File: config.mk
export PLATFORM = sky130hd
export DESIGN_NAME = timer_compare_capture
export DESIGN_NICKNAME = d
export VERILOG_FILES = /design/src/rtl/timer_compare_capture.sv
export SDC_FILE = /design/constraint.sdc
export NUM_CORES = 1
export LEC_CHECK = 0
export ABC_CLOCK_PERIOD_IN_PS = 2500
export BUFFER_PORTS_ARGS = -buffer_cell sky130_fd_sc_hd__buf_4
export CAP_MARGIN = 0
export CORE_MARGIN = 2
export CORE_UTILIZATION = 55
export CTS_BUF_LIST = sky130_fd_sc_hd__clkbuf_4
export CTS_CLUSTER_SIZE = 40
export DETAILED_ROUTE_END_ITERATION = 10
export PLACE_DENSITY = 0.77
export SYNTH_ARGS = -nofsm -noshare
export SYNTH_HDL_FRONTEND = slang
export SYNTH_SLANG_ARGS = --single-unit
File: constraint.sdc
create_clock -name clk -period 2.5 [get_ports clk]
set_clock_uncertainty 0.05 [all_clocks]
set_input_delay 0.5 -clock clk [delete_from_list [all_inputs] [get_ports clk]]
set_output_delay 0.5 -clock clk [all_outputs]
set_load 0.02 [all_outputs]
File: src/rtl/timer_compare_capture.sv
// Compare/capture unit fed by a free-running up counter: compare match, wrap pulse, PWM level,
// and an armed capture FSM with valid/ack handshake. Optional glitch filter: CAP_FILTER_EN.
module timer_compare_capture #(
  parameter int Bits        = 4,
  parameter int SYNC_STAGES = 2
) (
  input  logic            clk,
  input  logic            reset_n,
  input  logic [Bits-1:0] count_in,
  input  logic            cmp_wr,
  input  logic [Bits-1:0] cmp_data,
  input  logic            cap_in,
  input  logic            cap_arm,
  input  logic            cap_ack,
  output logic            match_pulse,
  output logic            ovf_pulse,
  output logic            pwm_out,
  output logic [Bits-1:0] cap_value,
  output logic            cap_valid,
  output logic            cap_overrun
);

  typedef enum logic [1:0] {
    IDLE     = 2'd0,
    ARMED    = 2'd1,
    CAPTURED = 2'd2
  } cap_state_t;

  logic [Bits-1:0]        cmp_shadow;
  logic [Bits-1:0]        cmp_active;
  logic [Bits-1:0]        count_prev;
  logic                   wrap;
  logic [SYNC_STAGES-1:0] sync_q;
  logic                   sync_now;
  logic                   level_now;
  logic                   level_last;
  logic                   cap_edge;

  cap_state_t             state;
  cap_state_t             state_next;
  logic [Bits-1:0]        cap_value_next;
  logic                   cap_valid_next;
  logic                   cap_overrun_next;

  assign wrap     = (count_prev == {Bits{1'b1}}) && (count_in == {Bits{1'b0}});
  assign sync_now = sync_q[SYNC_STAGES-1];

  // Compare registers and the registered match / wrap / PWM outputs
  always_ff @(posedge clk or negedge reset_n) begin
    if (!reset_n) begin
      cmp_shadow  <= {Bits{1'b0}};
      cmp_active  <= {Bits{1'b0}};
      count_prev  <= {Bits{1'b0}};
      match_pulse <= 1'b0;
      ovf_pulse   <= 1'b0;
      pwm_out     <= 1'b0;
    end else begin
      if (cmp_wr) begin
        cmp_shadow <= cmp_data;
      end
      // A write landing on the wrap cycle is still in flight; the old shadow is taken
      if (wrap) begin
        cmp_active <= cmp_shadow;
      end
      count_prev  <= count_in;
      ovf_pulse   <= wrap;
      match_pulse <= (count_in == cmp_active) && (count_in != count_prev);
      pwm_out     <= (count_in < cmp_active);
    end
  end

  // Metastability synchronizer for the asynchronous capture input
  always_ff @(posedge clk or negedge reset_n) begin
    if (!reset_n) begin
      sync_q <= {SYNC_STAGES{1'b0}};
    end else begin
      sync_q <= {sync_q[SYNC_STAGES-2:0], cap_in};
    end
  end

`ifdef CAP_FILTER_EN
  logic [1:0] hist;

  // The filtered level follows the input only once three successive samples agree
  assign level_now = ((sync_now == hist[0]) && (sync_now == hist[1])) ? sync_now : level_last;

  // Sample history for the glitch filter
  always_ff @(posedge clk or negedge reset_n) begin
    if (!reset_n) begin
      hist <= 2'b00;
    end else begin
      hist <= {hist[0], sync_now};
    end
  end
`else
  assign level_now = sync_now;
`endif

  // Registered rising-edge detector on the (optionally filtered) level
  always_ff @(posedge clk or negedge reset_n) begin
    if (!reset_n) begin
      level_last <= 1'b0;
      cap_edge   <= 1'b0;
    end else begin
      level_last <= level_now;
      cap_edge   <= level_now & ~level_last;
    end
  end

  // Capture FSM state and registered capture outputs
  always_ff @(posedge clk or negedge reset_n) begin
    if (!reset_n) begin
      state       <= IDLE;
      cap_value   <= {Bits{1'b0}};
      cap_valid   <= 1'b0;
      cap_overrun <= 1'b0;
    end else begin
      state       <= state_next;
      cap_value   <= cap_value_next;
      cap_valid   <= cap_valid_next;
      cap_overrun <= cap_overrun_next;
    end
  end

  // Capture FSM next-state and next-output logic
  always_comb begin
    state_next       = state;
    cap_value_next   = cap_value;
    cap_valid_next   = cap_valid;
    cap_overrun_next = cap_overrun;
    case (state)
      IDLE: begin
        if (cap_arm) begin
          state_next = ARMED;
        end else begin
          state_next = IDLE;
        end
      end
      ARMED: begin
        if (cap_edge) begin
          cap_value_next = count_in;
          cap_valid_next = 1'b1;
          state_next     = CAPTURED;
        end else begin
          state_next = ARMED;
        end
      end
      CAPTURED: begin
        // Acknowledge wins over a coincident edge, which is dropped
        if (cap_ack) begin
          cap_valid_next   = 1'b0;
          cap_overrun_next = 1'b0;
          state_next       = cap_arm ? ARMED : IDLE;
        end else if (cap_edge) begin
          cap_overrun_next = 1'b1;
        end else begin
          state_next = CAPTURED;
        end
      end
      default: begin
        state_next       = IDLE;
        cap_valid_next   = 1'b0;
        cap_overrun_next = 1'b0;
      end
    endcase
  end

endmodule

-- Word-level counts from Yosys, hierarchy flattened
Index checks and enable logic that the tools add are counted.
- input port bits: 14
- logic and storage cells: 45
- output and inout bits: 9
- register bits after elaboration: 27
- bitwise operators: 4
- eq/ne operators: 9
- reductions and logical operators: 8
- mux-type cells: 10
- order comparisons: 1
- operators with widths (kind ; number):
    $mux W2 ; 3
    $ne A3 B3 Y1 const B ; 2
    $pmux W2 S3 ; 1
    $eq A4 B4 Y1 ; 1
    $eq A4 B4 Y1 const B ; 1
    $logic_not A4 Y1 ; 1
    $lt A4 B4 Y1 ; 1
    $mux W1 ; 4
    $ne A2 B2 Y1 const B ; 2
    $ne A4 B4 Y1 ; 1
    $reduce_and A2 Y1 ; 2
    $not A1 Y1 ; 3
    $pmux W1 S3 ; 1
    $reduce_and A3 Y1 ; 1
    $eq A2 B1 Y1 const B ; 1
    $eq A2 B2 Y1 const B ; 1
    $logic_and A1 B1 Y1 ; 2
    $logic_not A2 Y1 ; 1
    $pmux W1 S2 ; 1
    $reduce_or A2 Y1 ; 1
    $and A1 B1 Y1 ; 1

-- Depth between registers and ports, before layout
- word-level depth: 4
- gate-level depth with buffers: 5
- gate-level depth less buffers: 5

-- Worst setup path after synthesis
No wires, ideal clock.
- path type: in2reg
- from: input port count_in[0]
- to: register cmp_active[0]
- setup time: 0.125 ns
- required time: 2.325 ns
- path slack: 0.802 ns
- arrival: 1.523 ns
- cell stages on the path: 3
- buffers on the path: 0
- cell sequence: or4_4 > nor2_8 > mux2_4
- longest elaborated chain between the ends: 2
- RTL lines (item ; line ; text):
    from (decl) ; 9 ; input logic [Bits-1:0] count_in,
    $logic_not A4 Y1 ; 45 ; assign wrap = (count_prev == {Bits{1'b1}}) && (count_in == {Bits{1'b0}});
    $logic_and A1 B1 Y1 ; 45 ;
    net wrap ; 32 ; logic wrap;
    to (signal assigned) ; 52 ; cmp_active <= {Bits{1'b0}};
    to (signal assigned) ; 63 ; cmp_active <= cmp_shadow;
    to (decl) ; 30 ; logic [Bits-1:0] cmp_active;
The timed path passes the listed nets, and every way through them passes these cells.
A chain may end at the register's enable or synchronous reset.

-- Final worst setup path
- from: input port count_in[0]
- to: register cmp_active[3]
Same word-level chain as after synthesis.

==> reports/metrics.cfg <==
[status]
outcome=complete, no violations

[route]
first_iter_violations=2
wl_per_cell_um=12.7
route.met3.wl_um=72
detail_route.wirelength.met1_um=762
drt_first_pass_iters=2
totalWireLength_mm=1.64
ant_nets=0
vias=673
vias_per_cell=5.22
routed.top_layer=met4
wl_met2_um=783
drc=0

[layout]
final_net_count=123
diodes=0
drive_above_1_share_pct=37.5
syn_to_final_growth_pct=21.0
fin_cells=129

[synth]
netlist_instances=78
yosysUniqueCellTypes=18
ys_ff_latch=27
synth-seq-area-share_pct=62.8
async_reset_ff_share_pct=100
synthesis.nets=96
syn_area_per_cell_um2=13.8
synth-edff-count=0
yosys_warnings=0
synth_ff_type=dfrtp_1
syn-cell-area_um2=1080

[timing]
clock.fmax_ghz=0.654
hold_violations=0
fin_setup_tns_ns=0
setup_violations=0
layout_setup_ws_ns=0.970
maxSlewViolCount=0
rsz0062_at_grt=false
fin_crit_sh_pct=61.2
layout_min_cycle_time_ns=1.53
worstMarginPinSlew_ns=0.326
slew_headroom_pct=78.3

[clock_network]
clk_pin_slew_ns=0.13
post_cts_buffers=0
clk_latency_ns=0.31
ctsHoldBuffers=0
root_buffer=clkbuf_4
cts_resized=0
cts_tree=yes
cts_htree_levels=1
clockBufferDepth=2
cts.sinks=27
cts_buffers=3

[die]
floorplan.initialDensity_pct=60.4
die-width_um=48.2
die-height_um=48.2
die-area_um2=2330
pin_count=23
core_area_um2=1780
rows=15

[worst_hold_path]
min_path_type=primary input to async pin

[global_route]
grt_pass1_vias=645
grt_pass1_wl_mm=2.68
antenna_found_initial=0
grt_start_max_net_pins=28
grt.total_usage_pct=16.9
overflow=0

[setup_path]
cp.arrival_ns=1.69
end_kind=flip-flop
cp.required_ns=2.66
cp_max_fo=5
timing.rr.start=count_prev[3]$_DFF_PN0_
critPathKind=primary input to flip-flop
cp-start-kind=primary input
r2r_slack_ns=1.23
worstSetupStartpoint=count_in[0]

[power]
ir_worst_vdd_mv=0.655
power_density_nw_per_um2=804
p_leak_nw=0.642

[place]
placed_cells=125
post-dp-hpwl_mm=1.24
io_buffers=22
globalplace.congestion=0.713
pre_cts_ws_ns=0.627

[job]
drv_cap=0

==> final timing paths <==
kind                                        endpoint  cells past startpoint
hold reg to reg                  sync_q[1]$_DFF_PN0_                      0
min in group clk                 sync_q[0]$_DFF_PN0_                      1
hold / removal                  state[0]$_DFFE_PN0P_                      1
max in group asynchronous          pwm_out$_DFF_PN0_                      1
setup / recovery           cmp_active[3]$_DFFE_PN0P_                      4
setup reg to reg           cmp_active[3]$_DFFE_PN0P_                      3
==> flip-flops by register name (all words and copies together) (netlist names) <==
signal       flops
state            2
cap_overrun      1
cmp_shadow       4
ovf_pulse        1
cap_value        4
cmp_active       4
cap_valid        1
count_prev       4
pwm_out          1
level_last       1
cap_edge         1
sync_q           2
match_pulse      1
==> area by class of cell <==
cell class / instances / area (µm²)
Timing Repair Buffer: 22 / 165
Tap cell: 25 / 31.3
Inverter: 5 / 18.8
Fill cell: 122 / 480
Multi-Input combinational cell: 46 / 382
Clock buffer: 4 / 30.0
Sequential cell: 27 / 676
==> report_power, final <==
part | switching [mW] | internal (mW) | total (mW) | leakage, nW
registers | 0.0541 | 0.517 | 0.571 | 0.332
clock network | 0.116 | 0.0732 | 0.189 | 0.0184
logic | 0.145 | 0.143 | 0.288 | 0.292
==> cells in the mapped netlist (all sizes together), types with 2 or more instances <==
library cell | number | area [µm²]
nor2 | 5 | 35.0
mux2 | 11 | 139
xor2 | 4 | 35.0
dfrtp | 27 | 676
nand2 | 5 | 18.8
inv | 5 | 18.8
ha | 4 | 50.1
a21oi | 4 | 20.0
nand4 | 2 | 12.5
nor2b | 2 | 12.5
o21ai | 4 | 20.0
==> logic make-up (layout without fill, tap and decap cells) <==
logic type               count (synthesis)  count (layout)  synth area share, %
adder cells (fa/ha/maj)                  4               4                 4.65
AO/OA/AOI/OAI                            9               9                 4.42
XOR/XNOR                                 4               4                 3.26
buffers and inverters                    5              31                 1.74
flip-flops                              27              27                 62.8
AND/OR/NAND/NOR                         18              18                 10.2
multiplexers                            11              11                 12.9
==> worst max-delay path: stages <==
cell    delay [ns]
buf_4         0.13
or4_4         0.57
nor2_8        0.18
mux2_4        0.31
==> cells in the final DEF, fill, tap and decap left out <==
cell	synthesis	layout
or4_4	1	1
nor2_8	1	1
clkbuf_4	0	4
xor2_1	4	4
nor4_1	1	1
inv_1	5	5
nor2_1	4	4
nand2b_1	1	1
mux2_2	7	7
a21oi_1	4	4
nand2_1	5	5
buf_4	0	22
nor2b_1	2	2
nand4_1	2	2
mux2_4	4	4
dfrtp_1	27	27
nand3b_1	1	1
ha_1	4	4
o21a_1	1	1
o21ai_0	4	4
==> per-stage QoR <==
step	hold slack, ns	power, mW	area, µm²	util [%]
after floorplan	0.154	0.736	1080	-
after global placement	0.296	0.861	1270	71.4
after detailed placement	0.287	0.873	1270	71.4
after CTS	0.0150	1.06	1300	73.1
after global routing	0.0251	1.11	1300	73.1
final	0.0160	1.05	1300	73.1
==> layer usage <==
metal  global-route usage, %  vias up
met3                    3.33        4
met1                    20.1      330
met5                       0        -
met4                    8.11        0
li1                        -      320
met2                    28.9       19
No activity file was read; power rests on OpenSTA's default activity.
